**src/rtl/aes_stream_ctrl_pkg.sv**
```systemverilog
// Shared constants, FSM state type and byte-swap helper for the AES stream sequencer.
package aes_ctrl_pkg;

    localparam int WORD_S        = 32;
    localparam int BLK_S         = 128;
    localparam int KEY_S         = 128;
    localparam int WORDS_PER_BLK = BLK_S / WORD_S;

    localparam logic [7:0] CMD_ENCRYPT = 8'h10;
    localparam logic [7:0] CMD_SET_KEY = 8'h20;
    localparam logic [7:0] CMD_DECRYPT = 8'h30;

    typedef enum logic [2:0] {
        ST_IDLE,
        ST_RECV,
        ST_DRAIN,
        ST_EXEC,
        ST_WAIT_KEY,
        ST_WAIT_BLK,
        ST_SEND
    } state_t;

    function automatic logic [31:0] swap_bytes32(input logic [31:0] w);
        return {w[7:0], w[15:8], w[23:16], w[31:24]};
    endfunction

    function automatic logic opcode_valid(input logic [7:0] op);
        return (op == CMD_ENCRYPT) || (op == CMD_DECRYPT) || (op == CMD_SET_KEY);
    endfunction

endpackage

```
**src/rtl/aes_stream_ctrl_if.sv**
```systemverilog
// 32-bit stream beat bundle; master drives data/valid/last, slave drives ready.
interface aes_stream_ctrl_if;
    import aes_ctrl_pkg::*;

    logic [WORD_S-1:0] tdata;
    logic              tvalid;
    logic              tready;
    logic              tlast;

    modport master (output tdata, output tvalid, output tlast, input tready);
    modport slave  (input tdata, input tvalid, input tlast, output tready);

endinterface

```
**src/rtl/aes_stream_ctrl_word_packer.sv**
```systemverilog
// Gathers four little-endian beats into a big-endian block and serialises a result block back out.
// Beat 0 carries the most significant word in both directions; output beat advances only on out_adv.
module aes_word_packer
    import aes_ctrl_pkg::*;
(
    input  logic              clk,
    input  logic              reset,
    input  logic              clear,
    input  logic              in_vld,
    input  logic [WORD_S-1:0] in_word,
    output logic [BLK_S-1:0]  blk_next,
    output logic [1:0]        in_cnt,
    output logic              full,
    input  logic              res_load,
    input  logic [BLK_S-1:0]  res_in,
    input  logic              out_adv,
    output logic [WORD_S-1:0] out_word,
    output logic              out_last
);

    logic [BLK_S-1:0] blk_q;
    logic [BLK_S-1:0] res_q;
    logic [1:0]       out_cnt;

    // blk_next is exposed so the engine register can load in the same cycle as the last beat.
    always_comb begin
        blk_next = blk_q;
        if (in_vld) begin
            case (in_cnt)
                2'd0: blk_next[127:96] = swap_bytes32(in_word);
                2'd1: blk_next[95:64]  = swap_bytes32(in_word);
                2'd2: blk_next[63:32]  = swap_bytes32(in_word);
                2'd3: blk_next[31:0]   = swap_bytes32(in_word);
            endcase
        end
    end

    always_comb begin
        out_word = '0;
        case (out_cnt)
            2'd0: out_word = swap_bytes32(res_q[127:96]);
            2'd1: out_word = swap_bytes32(res_q[95:64]);
            2'd2: out_word = swap_bytes32(res_q[63:32]);
            2'd3: out_word = swap_bytes32(res_q[31:0]);
        endcase
    end

    assign out_last = (out_cnt == 2'(WORDS_PER_BLK - 1));

    always_ff @(posedge clk) begin
        if (reset) begin
            blk_q   <= '0;
            in_cnt  <= 2'd0;
            full    <= 1'b0;
            res_q   <= '0;
            out_cnt <= 2'd0;
        end else begin
            if (clear) begin
                in_cnt <= 2'd0;
                full   <= 1'b0;
            end else if (in_vld) begin
                blk_q  <= blk_next;
                in_cnt <= in_cnt + 2'd1;
                if (in_cnt == 2'(WORDS_PER_BLK - 1))
                    full <= 1'b1;
            end
            if (res_load) begin
                res_q   <= res_in;
                out_cnt <= 2'd0;
            end else if (out_adv) begin
                out_cnt <= out_cnt + 2'd1;
            end
        end
    end

endmodule

```
**src/rtl/aes_stream_ctrl.sv**
```systemverilog
// Command sequencer: parses stream packets, drives AES key-load/start, returns 4-beat responses.
// Engine pulse one cycle after the 4th payload beat; input stalls (tready=0) from EXEC through SEND.
module aes_stream_ctrl
    import aes_ctrl_pkg::*;
(
    input  logic              aclk,
    input  logic              reset,
    aes_stream_ctrl_if.slave  s_axis,
    aes_stream_ctrl_if.master m_axis,
    output logic [KEY_S-1:0]  aes_key,
    output logic              aes_key_load,
    input  logic              aes_key_done,
    output logic [BLK_S-1:0]  aes_blk_in,
    output logic              aes_decrypt,
    output logic              aes_start,
    input  logic              aes_done,
    input  logic [BLK_S-1:0]  aes_blk_out,
    output logic              err
);

    state_t           state_q, state_d;
    logic [7:0]       opcode_q;
    logic             tready_c, tvalid_c, tlast_c;
    logic             in_hs, beat4, err_set, enter_exec;
    logic             pk_clear, pk_in_vld, res_load, out_adv, out_last, full;
    logic [1:0]       in_cnt;
    logic [BLK_S-1:0] blk_next, res_in;
    logic [WORD_S-1:0] out_word;

    assign in_hs      = s_axis.tvalid & tready_c;
    assign beat4      = (in_cnt == 2'(WORDS_PER_BLK - 1));
    assign enter_exec = (state_q != ST_EXEC) && (state_d == ST_EXEC);

    assign s_axis.tready = tready_c;
    assign m_axis.tvalid = tvalid_c;
    assign m_axis.tlast  = tlast_c;
    assign m_axis.tdata  = out_word;

    always_ff @(posedge aclk) begin
        if (reset)
            state_q <= ST_IDLE;
        else
            state_q <= state_d;
    end

    always_comb begin
        state_d = state_q;
        case (state_q)
            ST_IDLE: begin
                if (in_hs) begin
                    if (opcode_valid(s_axis.tdata[7:0]) && !s_axis.tlast)
                        state_d = ST_RECV;
                    else if (!s_axis.tlast)
                        state_d = ST_DRAIN;
                end
            end
            ST_RECV: begin
                if (in_hs) begin
                    if (s_axis.tlast)
                        state_d = beat4 ? ST_EXEC : ST_IDLE;
                    else if (beat4)
                        state_d = ST_DRAIN;
                end
            end
            ST_DRAIN: begin
                if (in_hs && s_axis.tlast)
                    state_d = full ? ST_EXEC : ST_IDLE;
            end
            ST_EXEC:     state_d = (opcode_q == CMD_SET_KEY) ? ST_WAIT_KEY : ST_WAIT_BLK;
            ST_WAIT_KEY: if (aes_key_done) state_d = ST_SEND;
            ST_WAIT_BLK: if (aes_done) state_d = ST_SEND;
            ST_SEND:     if (out_adv && out_last) state_d = ST_IDLE;
            default:     state_d = ST_IDLE;
        endcase
    end

    // tready is gated by reset so no beat is accepted while reset is held.
    always_comb begin
        tready_c     = 1'b0;
        tvalid_c     = 1'b0;
        tlast_c      = 1'b0;
        aes_key_load = 1'b0;
        aes_start    = 1'b0;
        pk_clear     = 1'b0;
        pk_in_vld    = 1'b0;
        res_load     = 1'b0;
        res_in       = '0;
        out_adv      = 1'b0;
        err_set      = 1'b0;
        case (state_q)
            ST_IDLE: begin
                tready_c = ~reset;
                pk_clear = in_hs;
                err_set  = in_hs && (!opcode_valid(s_axis.tdata[7:0]) || s_axis.tlast);
            end
            ST_RECV: begin
                tready_c  = ~reset;
                pk_in_vld = in_hs;
                err_set   = in_hs && (s_axis.tlast != beat4);
            end
            ST_DRAIN: tready_c = ~reset;
            ST_EXEC: begin
                if (opcode_q == CMD_SET_KEY)
                    aes_key_load = 1'b1;
                else
                    aes_start = 1'b1;
            end
            ST_WAIT_KEY: res_load = aes_key_done;
            ST_WAIT_BLK: begin
                res_load = aes_done;
                res_in   = aes_blk_out;
            end
            ST_SEND: begin
                tvalid_c = 1'b1;
                tlast_c  = out_last;
                out_adv  = m_axis.tready;
            end
            default: ;
        endcase
    end

    always_ff @(posedge aclk) begin
        if (reset) begin
            opcode_q    <= 8'h00;
            err         <= 1'b0;
            aes_key     <= '0;
            aes_blk_in  <= '0;
            aes_decrypt <= 1'b0;
        end else begin
            if (state_q == ST_IDLE && in_hs)
                opcode_q <= s_axis.tdata[7:0];
            if (err_set)
                err <= 1'b1;
            if (enter_exec) begin
                if (opcode_q == CMD_SET_KEY) begin
                    aes_key <= blk_next;
                end else begin
                    aes_blk_in  <= blk_next;
                    aes_decrypt <= (opcode_q == CMD_DECRYPT);
                end
            end
        end
    end

    aes_word_packer u_packer (
        .clk      (aclk),
        .reset    (reset),
        .clear    (pk_clear),
        .in_vld   (pk_in_vld),
        .in_word  (s_axis.tdata),
        .blk_next (blk_next),
        .in_cnt   (in_cnt),
        .full     (full),
        .res_load (res_load),
        .res_in   (res_in),
        .out_adv  (out_adv),
        .out_word (out_word),
        .out_last (out_last)
    );

endmodule
```
**src/flat_wrapper.sv**
```systemverilog
// flat-port wrapper written by rule: the top's interface ports become plain ports
module aes_stream_ctrl_flat import aes_ctrl_pkg::*;
  (aclk, reset, aes_key, aes_key_load, aes_key_done, aes_blk_in, aes_decrypt, aes_start, aes_done, aes_blk_out, err, s_axis_tdata, s_axis_tvalid, s_axis_tlast, s_axis_tready, m_axis_tdata, m_axis_tvalid, m_axis_tlast, m_axis_tready);
  aes_stream_ctrl_if s_axis_i ();
  aes_stream_ctrl_if m_axis_i ();
  input  logic aclk;
  input  logic reset;
  output logic [KEY_S-1:0] aes_key;
  output logic aes_key_load;
  input  logic aes_key_done;
  output logic [BLK_S-1:0] aes_blk_in;
  output logic aes_decrypt;
  output logic aes_start;
  input  logic aes_done;
  input  logic [BLK_S-1:0] aes_blk_out;
  output logic err;
  input wire logic [$bits(s_axis_i.tdata)-1:0] s_axis_tdata;
  input wire logic [$bits(s_axis_i.tvalid)-1:0] s_axis_tvalid;
  input wire logic [$bits(s_axis_i.tlast)-1:0] s_axis_tlast;
  output wire logic [$bits(s_axis_i.tready)-1:0] s_axis_tready;
  output wire logic [$bits(m_axis_i.tdata)-1:0] m_axis_tdata;
  output wire logic [$bits(m_axis_i.tvalid)-1:0] m_axis_tvalid;
  output wire logic [$bits(m_axis_i.tlast)-1:0] m_axis_tlast;
  input wire logic [$bits(m_axis_i.tready)-1:0] m_axis_tready;
  assign s_axis_i.tdata = s_axis_tdata;
  assign s_axis_i.tvalid = s_axis_tvalid;
  assign s_axis_i.tlast = s_axis_tlast;
  assign s_axis_tready = s_axis_i.tready;
  assign m_axis_tdata = m_axis_i.tdata;
  assign m_axis_tvalid = m_axis_i.tvalid;
  assign m_axis_tlast = m_axis_i.tlast;
  assign m_axis_i.tready = m_axis_tready;
  aes_stream_ctrl u_core (.aclk(aclk), .reset(reset), .s_axis(s_axis_i), .m_axis(m_axis_i), .aes_key(aes_key), .aes_key_load(aes_key_load), .aes_key_done(aes_key_done), .aes_blk_in(aes_blk_in), .aes_decrypt(aes_decrypt), .aes_start(aes_start), .aes_done(aes_done), .aes_blk_out(aes_blk_out), .err(err));
endmodule
```
**config.mk**
```make
export PLATFORM = sky130hd
export DESIGN_NAME = aes_stream_ctrl_flat
export DESIGN_NICKNAME = d
export VERILOG_FILES = /design/src/rtl/aes_stream_ctrl_pkg.sv /design/src/rtl/aes_stream_ctrl_if.sv /design/src/rtl/aes_stream_ctrl_word_packer.sv /design/src/rtl/aes_stream_ctrl.sv /design/src/flat_wrapper.sv
export SDC_FILE = /design/constraint.sdc
export NUM_CORES = 1
export LEC_CHECK = 0
export CAP_MARGIN = 15
export CORE_MARGIN = 2
export CORE_UTILIZATION = 54
export DETAILED_ROUTE_END_ITERATION = 6
export GPL_TIMING_DRIVEN = 0
export PLACE_DENSITY = 0.95
export SYNTH_ARGS = -nofsm -noshare
export SYNTH_HDL_FRONTEND = slang
export SYNTH_SLANG_ARGS = --single-unit
```
**constraint.sdc**
```tcl
create_clock -name aclk -period 5.62 [get_ports aclk]
set_input_delay 1.124 -clock aclk [delete_from_list [all_inputs] [get_ports aclk]]
set_output_delay 1.124 -clock aclk [all_outputs]
set_load 0.03 [all_outputs]
```
==> metrics.txt <==
status complete, no violations; gr ovfl total 0; crit path launch type flip-flop; Setup Total Neg Slack 0 ns; Clk Latency, worst-skew pair 0.63 ns; DRT Pass-1 Iters 6; synthesized area 19700 sq um; global-route met1 utilization 0.393; cell type with the largest total area after synthesis dfxtp_1; Max H-tree Level 2; Post-Syn Nets 2004; # setup viols final 0; sequential element share of the synthesized area 0.537; Resize count post-CTS 0; Setup Buffers After CTS 0; routed len/inst 24.4 um; Clock Tree Root clkbuf_16; Die ar. 38100 sq um; RD Place Congestion 0.936; static leakage 11.7 nW; pins over their slew limit 0; top post-synthesis cells by area dfxtp_1, mux2i_1, a22o_1, nand2_1, or2_2; Final WS setup 1.25 ns; CP endpoint kind output pin; most used cell, CP clkbuf_1; crit path time final 4.37 ns; Hold-fix buffers, CTS 0; Slew Limit Headroom 0.362; row count 70; Total Wirelength 69700 um; WP buf/inv 4; Post-Synthesis Cells 1829; first-iteration detailed-routing DRC count 1335; RSZ-0062 raised after global routing false; Fillers 2329; Multi-input gate area 7990 sq um; max_cap viols 0; Routed Antenna Nets 0; GR Util met3 0.102; worst-margin pin slew 0.957 ns; Worst Setup Path Type flip-flop to output pin; worst slack, placed 1.36 ns; Max Fclk 229 MHz; layout cells sized above 1 0.0982; clock-pin slew on the worst setup and hold paths 0.06 ns; IO Count 462; Pwr per Cell Area 284 nW/um^2; Register Area 10600 sq um; share of flip-flops with an asynchronous set or reset 0; largest net degree at the start of global routing 16; Area Growth Syn to Fin 35.0%; All-Layer GR Usage 0.354; first-pass GRT wire length 103000 um; Horiz. Die Dim 195 um; WP data arrival 3.25 ns; Die H 195 um; Yosys warnings 0; met2 GRT Util 0.607; Worst Hold Class flip-flop to flip-flop; Post-synth top flop dfxtp_1; Crit path largest cell delay 0.71 ns; post-synth top area share 0.537; CP Max Fanout 10; Hold Vio Cnt, Final 0; synthesis-stage register bit count 530; critical path's top delay family buffers and inverters; final net count 2517; Via-to-Cell Ratio 5.77; GR peak layer met2; Post-route DRC 0; Required @ worst endpoint 4.50 ns; fin crit share 0.778; crit path cell chain inv_1 > ha_1 > clkbuf_1 > clkbuf_1 > mux2i_1 > clkdlybuf4s50_1; Worst Skew 0.0453 ns; IO Port Bufs 460; Avg Cell Area, Syn 10.8 sq um; vias in the first global route 17424; Clock Tree Buf Depth 3; clock tree sinks 530; Worst VDD drop 0.000233 V; number of synthesized flops with an enable pin 0; initial antenna violation count 4; Critical-path top delay cell clkdlybuf4s50_1; Final Core Density 0.735; DP HPWL 49500 um; TritonCTS clock tree built; CTS buffer count 51; Initial Util 0.544; vias post-DR 16459; Core Area 36300 sq um; post-synth cell types 47
==> cells in the mapped netlist, types with 2 or more instances <==
| master | number |
|---|---|
| a21oi_1 | 4 |
| clkbuf_1 | 93 |
| o21ai_0 | 5 |
| o211ai_1 | 5 |
| nor4_1 | 3 |
| buf_2 | 31 |
| xnor2_1 | 3 |
| and2_1 | 3 |
| a222oi_1 | 32 |
| or2_2 | 96 |
| ha_1 | 8 |
| buf_4 | 5 |
| nor2_1 | 48 |
| inv_1 | 134 |
| a32o_1 | 32 |
| a22o_1 | 128 |
| buf_6 | 8 |
| mux2i_1 | 361 |
| dfxtp_1 | 530 |
| a2111oi_0 | 2 |
| mux2_1 | 24 |
| nand3_1 | 3 |
| mux2_2 | 9 |
| and3_1 | 5 |
| nor3_1 | 6 |
| nor2b_1 | 37 |
| nand2_1 | 194 |
==> cell families after synthesis <==
| logic type | share of synthesized area |
|---|---|
| adders and majority gates | 0.00507 |
| xor gates and xnor gates | 0.00133 |
| muxes | 0.202 |
| and+or+nand+nor | 0.0986 |
| AOI/OAI and AO/OA | 0.0979 |
| DFF | 0.537 |
| buffers and inverters | 0.0577 |
==> report_power, final <==
part / switching (mW) / leakage, nW / internal [mW]
clock: 1.53 / 0.826 / 2.01
sequential: 0.00275 / 4.27 / 3.76
combinational: 0.151 / 6.56 / 0.123
total: 1.69 / 11.7 / 5.89
==> through the flow <==
stage	instances	cell area (sq um)	hold WS, ns	power [mW]
global route	2854	26600	0.478	7.73
detailed placement	2757	24900	0.452	4.11
CTS	2851	26600	0.461	7.57
finish	2854	26600	0.454	7.58
floorplan	1829	19700	0.448	3.92
global placement	2757	24900	0.446	4.11
==> layout by cell type, fill, tap and decap left out, types with 8 or more instances in the layout <==
master           Yosys  layout
dfxtp_1            530     530
clkdlybuf4s50_1      0     460
mux2i_1            361     361
nand2_1            194     194
inv_1              134     134
a22o_1             128     128
clkbuf_1            93     107
or2_2               96      96
clkbuf_16            0      51
nor2_1              48      48
nor2b_1             37      37
a222oi_1            32      32
a32o_1              32      32
buf_2               31      31
mux2_1              24      24
clkbuf_8             0      10
mux2_2               9       9
buf_6                8       8
ha_1                 8       8
==> final cells by class <==
cell class / count / share of cell area
Tap cell: 468 / 0.0220
Clock inverter: 19 / 0.00906
Inverter: 135 / 0.0190
Multi-Input combinational cell: 1027 / 0.300
Clock buffer: 75 / 0.0550
Buffer: 137 / 0.0237
Sequential cell: 530 / 0.398
Timing Repair Buffer: 460 / 0.173
Antenna cell: 3 / 0.000282
==> path summary, 6_finish.rpt <==
| check | start | end | slack (ns) | cells after the start |
|---|---|---|---|---|
| worst max-delay path | u_core.u_packer.out_cnt[0] | m_axis_tdata[29] | 1.25 | 6 |
| worst min-delay path | u_core.aes_key[32] | u_core.aes_key[32] | 0.45 | 2 |
| worst max register to register | u_core.state_q[0] | u_core.u_packer.res_q[91] | 2.77 | 6 |
| worst min register to register | u_core.aes_key[32] | u_core.aes_key[32] | 0.45 | 2 |
==> worst reg2reg max path, delay by kind of cell (launching register included) <==
family,cells,cell delay [ns]
mux,1,0.39
compound gates,2,0.60
flops,1,0.39
buf+inv,3,1.40
==> state kept, by name, indices dropped and copies added (netlist names) <==
register                 cells
u_core.aes_blk_in          128
u_core.aes_decrypt           1
u_core.aes_key             128
u_core.err                   1
u_core.opcode_q              8
u_core.state_q               3
u_core.u_packer.blk_q      128
u_core.u_packer.full         1
u_core.u_packer.in_cnt       2
u_core.u_packer.out_cnt      2
u_core.u_packer.res_q      128
==> metal layers <==
layer | share of wire | wire length, um | up-vias
met5 | 0.00017 | 12 | -
met4 | 0.059 | 4140 | 2
met3 | 0.091 | 6320 | 251
met2 | 0.48 | 33600 | 882
met1 | 0.37 | 25700 | 8015
li1 | - | - | 7309
Power figures use the tool's default switching activity.
